==> config.mk <==
export PLATFORM = sky130hd
export DESIGN_NAME = branch_predict_resolve
export DESIGN_NICKNAME = d
export VERILOG_FILES = /design/src/rtl/branch_predict_resolve.sv
export SDC_FILE = /design/constraint.sdc
export NUM_CORES = 1
export LEC_CHECK = 0
export BUFFER_PORTS_ARGS = -buffer_cell sky130_fd_sc_hd__buf_2
export CAP_MARGIN = 10
export CORE_ASPECT_RATIO = 0.5
export CORE_MARGIN = 8
export CORE_UTILIZATION = 61
export CTS_CLUSTER_SIZE = 24
export DETAILED_ROUTE_END_ITERATION = 10
export PLACE_DENSITY = 0.86
export SLEW_MARGIN = 40
export SYNTH_ARGS = -nofsm -noshare
export SYNTH_HDL_FRONTEND = slang
export SYNTH_SLANG_ARGS = --single-unit
==> constraint.sdc <==
create_clock -name clk -period 6.11 [get_ports clk]
set_clock_uncertainty 0.2 [all_clocks]
set_input_delay 0.611 -clock clk [delete_from_list [all_inputs] [get_ports clk]]
set_output_delay 0.611 -clock clk [all_outputs]
set_load 0.05 [all_outputs]
==> src/rtl/branch_predict_resolve.sv <==
// Branch resolution in EX plus a direct-mapped table of 2-bit counters read by IF.
// Latency: ex_taken/if_pred_taken combinational; mispredict pulse and table update land one cycle after EX.
// Backpressure: none; every valid EX branch is resolved and accounted in the cycle it is presented.
module branch_predict_resolve #(
    parameter int         XLEN      = 32,
    parameter int         BHT_DEPTH = 64,
    parameter logic [1:0] CTR_INIT  = 2'b01,
    parameter int         PERF_W    = 16
) (
    input  logic              clk,
    input  logic              rst_n,
    input  logic [XLEN-1:0]   if_pc,
    output logic              if_pred_taken,
    input  logic              ex_valid,
    input  logic [XLEN-1:0]   ex_pc,
    input  logic [2:0]        ex_br_op,
    input  logic [XLEN-1:0]   ex_rs,
    input  logic [XLEN-1:0]   ex_rt,
    input  logic              ex_pred_taken,
    output logic              ex_taken,
    output logic              mp_valid,
    output logic              mp_taken,
    output logic [PERF_W-1:0] mp_count
);
    localparam int IDX_W = $clog2(BHT_DEPTH);

    localparam logic [2:0] OP_BEQ  = 3'd1;
    localparam logic [2:0] OP_BNE  = 3'd2;
    localparam logic [2:0] OP_BGTZ = 3'd3;
    localparam logic [2:0] OP_BLEZ = 3'd4;
    localparam logic [2:0] OP_BLTZ = 3'd5;
    localparam logic [2:0] OP_BGEZ = 3'd6;

    logic [1:0]       bht [BHT_DEPTH];
    logic [IDX_W-1:0] if_idx;
    logic [IDX_W-1:0] ex_idx;
    logic             zf;
    logic             neg;
    logic             z0;
    logic             is_br;
    logic             mispredict;
    logic [1:0]       ctr_cur;
    logic [1:0]       ctr_next;

    // PCs are word aligned; bits above the index simply alias onto the same entry.
    assign if_idx = if_pc[IDX_W+1:2];
    assign ex_idx = ex_pc[IDX_W+1:2];

    logic unused_pc_bits;
    assign unused_pc_bits = ^{if_pc[XLEN-1:IDX_W+2], if_pc[1:0],
                              ex_pc[XLEN-1:IDX_W+2], ex_pc[1:0]};

    // Prediction is the counter MSB; no bypass from a same-cycle update.
    assign if_pred_taken = bht[if_idx][1];

    assign zf  = (ex_rs == ex_rt);
    assign neg = ex_rs[XLEN-1];
    assign z0  = (ex_rs == '0);

    // Resolve the branch direction from the forwarded operands.
    always_comb begin
        ex_taken = 1'b0;
        case (ex_br_op)
            OP_BEQ:  ex_taken = zf;
            OP_BNE:  ex_taken = !zf;
            OP_BGTZ: ex_taken = !neg && !z0;
            OP_BLEZ: ex_taken = neg || z0;
            OP_BLTZ: ex_taken = neg;
            OP_BGEZ: ex_taken = !neg;
            default: ex_taken = 1'b0;
        endcase
    end

    assign is_br      = ex_valid && (ex_br_op != 3'd0) && (ex_br_op != 3'd7);
    assign mispredict = is_br && (ex_taken != ex_pred_taken);
    assign ctr_cur    = bht[ex_idx];

    // Saturating counter step toward the resolved direction.
    always_comb begin
        ctr_next = ctr_cur;
        if (ex_taken) begin
            if (ctr_cur != 2'b11) ctr_next = ctr_cur + 2'b01;
        end else begin
            if (ctr_cur != 2'b00) ctr_next = ctr_cur - 2'b01;
        end
    end

    // Counter table: reset to weakly not-taken, trained by every valid branch.
    always_ff @(posedge clk or negedge rst_n) begin
        if (!rst_n) begin
            for (int i = 0; i < BHT_DEPTH; i++) bht[i] <= CTR_INIT;
        end else if (is_br) begin
            bht[ex_idx] <= ctr_next;
        end
    end

    // Registered mispredict pulse and saturating mispredict counter.
    always_ff @(posedge clk or negedge rst_n) begin
        if (!rst_n) begin
            mp_valid <= 1'b0;
            mp_taken <= 1'b0;
            mp_count <= '0;
        end else begin
            mp_valid <= mispredict;
            mp_taken <= ex_taken;
            if (mispredict && (mp_count != {PERF_W{1'b1}}))
                mp_count <= mp_count + 1'b1;
        end
    end
endmodule

==> flow_summary.yaml <==
global_routing:
  grt_first_pass_wirelength_um: 39600
  antenna_found_initial: 0
  grt_max_degree: 112
  grt.total_usage: 0.273
  grt_pass1_vias: 7736
  overflow: 0
final_layout:
  nets: 1111
  area_growth_pct: 13.8
  fin_area_mm2: 0.00969
  final_core_util: 0.713
  drive_above_1_share: 0.310
  num_antenna_cells: 0
  stdcell_count: 1180
detailed_routing:
  route.detailed.drc: 0
  wl_per_cell_um: 21.1
  vias: 7651
  drt_iter0_drc: 915
  firstDrtPassIters: 7
  finalWirelength_um: 24900
  routed_via_density: 6.48
  antenna_left: 0
sta:
  min_period_ns: 3.83
  timing.hold.ws_ns: 0.265
  finalMaxSlewViolations: 0
  fin_setup_tns_ns: 0
  fmax_mhz: 261
  finalCritPeriodShare: 0.627
  hold_violations: 0
  setup_violations: 0
  grt_setup_unrepaired: "false"
  tightest_slew_ns: 0.730
  relSlewSlack: 0.511
clock_network:
  post_cts_buffers: 0
  clock_path_buffers: 2
  ctsHoldBuffers: 0
  cts.sinks: 146
  cts_tree: "built"
  htree_levels: 4
  clk_pin_slew_ns: 0.07
  cts_buffers: 17
  cts-resized-gates: 0
  cts_root_buf: "clkbuf_16"
  clk_latency_ns: 0.44
power:
  ir_drop_mv: 0.322
  power_leakage_nw: 3.99
  power.density_mw_per_mm2: 322
place:
  dpl-instance-area_mm2: 0.00900
  place_inst: 1146
  gp_congestion: 0.916
  io_buffers: 102
  dp_hpwl_um: 16400
floorplan:
  initial_core_util: 0.627
  ios: 155
  die_h_um: 99.5
  rows: 30
  die_x_um: 183
  core_mm2: 0.0136
  dieArea_mm2: 0.0182
setup_path:
  crit_path_start_kind: "input port"
  max_stage_delay_ns: 0.64
  critPathCaptureType: "flip-flop"
  cp.required_ns: 6.23
  cp_data_arrival_time_ns: 3.95
  criticalPathCategory: "in -> reg"
  cp_max_fo: 37
  slowest_stage: "maj3_4"
  crit_chain: "buf_2, inv_1, a221o_1, a221oi_2, a211oi_1, nor4_2, maj3_4, buf_4, a21oi_2"
synthesis:
  synth.area.top_cells: "dfrtp_1 (24%), dfstp_2 (20%), mux4_2 (7.7%), nand2_1 (7.1%), nor2_1 (6.1%)"
  syn_nets: 1027
  syn_avg_cell_area_um2: 9.56
  synth_seq_cells: 146
  ys_warn_count: 0
  synth_common_cells: "nand2_1 (160), nor2_1 (139), dfrtp_1 (82)"
  seq_area_frac_synth: 0.439
  yosysTopAreaCell: "dfrtp_1"
  ys_types: 64
  synth_edf_count: 0
  synthCells: 891
  ys.flop_type: "dfrtp_1"
  synth_top_area_share: 0.241
  synthArstFlopShare: 1.00
  syn_area_mm2: 0.00851
  yosysMostFrequentCell: "nand2_1"
worst_hold_path:
  hold_path_class: "reg -> reg"
run_status:
  outcome: "complete, no violations"
job:
  maxCapViolations: 0
==> layout make-up <==
| cell class | count | area [µm²] |
|---|---|---|
| inverters | 7 | 26.3 |
| flip-flops and latches | 146 | 3730 |
| clock buffers | 17 | 425 |
| fillers | 931 | 3900 |
| repair buffers | 113 | 631 |
| clock inverters | 15 | 205 |
| well taps | 192 | 240 |
| multi-input cells | 690 | 4430 |
==> metrics by stage <==
step | worst slack [ns] | power (W)
5_1_grt | 2.11 | 0.00323
4_1_cts | 1.84 | 0.00310
2_1_floorplan | 2.36 | 0.00177
3_5_place_dp | 1.37 | 0.00196
3_3_place_gp | 1.50 | 0.00192
6_report | 2.28 | 0.00312
==> per-layer routing <==
layer | track usage | vias to the layer above | wire length, µm
met3 | 0.0782 | 124 | 2780
met2 | 0.427 | 538 | 11600
li1 | - | 3344 | -
met4 | 0.142 | 0 | 967
met5 | 0 | - | 0
met1 | 0.342 | 3645 | 9570
==> sequential cells by signal (all words and copies together) (netlist names) <==
name	cells
mp_valid	1
bht	128
mp_count	16
mp_taken	1
==> critical path: cells and delay by family <==
| kind | cells | cell delay, ns |
|---|---|---|
| buffers and inverters | 3 | 1.33 |
| AO/OA/AOI/OAI | 4 | 0.85 |
| adder cells (fa/ha/maj) | 1 | 0.64 |
| AND/OR/NAND/NOR | 1 | 0.48 |
==> layout by cell type (no fill, tap or decap), types with 29 or more instances in the layout <==
cell	netlist	layout
mux4_2	29	29
nor2_1	139	136
nand2_1	160	160
a21oi_2	40	40
xor2_1	45	45
a21oi_1	34	34
buf_2	9	99
dfstp_2	64	64
o21ai_0	55	55
dfrtp_1	82	82
==> path summary, 6_finish.rpt <==
path	startpoint	end	slack, ns	cells after the start
max in group asynchronous	rst_n	bht[120]	4.54	3
hold reg to reg	bht[40]	bht[40]	0.26	2
setup reg to reg	bht[123]	bht[119]	2.69	7
setup / recovery	ex_pc[2]	bht[119]	2.28	9
hold / removal	bht[40]	bht[40]	0.26	2
min in group asynchronous	rst_n	bht[79]	0.43	2
==> cells by family (layout without fill, tap and decap cells) <==
| group | count (synthesis) | after routing | synth area share |
|---|---|---|---|
| multiplexers | 64 | 64 | 0.122 |
| flip-flops | 146 | 146 | 0.439 |
| AO/OA/AOI/OAI | 190 | 190 | 0.146 |
| XOR/XNOR | 47 | 47 | 0.0492 |
| AND/OR/NAND/NOR | 386 | 386 | 0.196 |
| buffers and inverters | 55 | 152 | 0.0441 |
| adder cells (fa/ha/maj) | 3 | 3 | 0.00411 |
==> power by group <==
group	internal, W	total, W	switching [W]	leakage [nW]
combinational	0.000261	0.000676	0.000415	1.95
sequential	0.00117	0.00130	0.000128	1.73
clock	0.000663	0.00114	0.000481	0.312
Note: power is estimated with default switching activity, not from simulation.
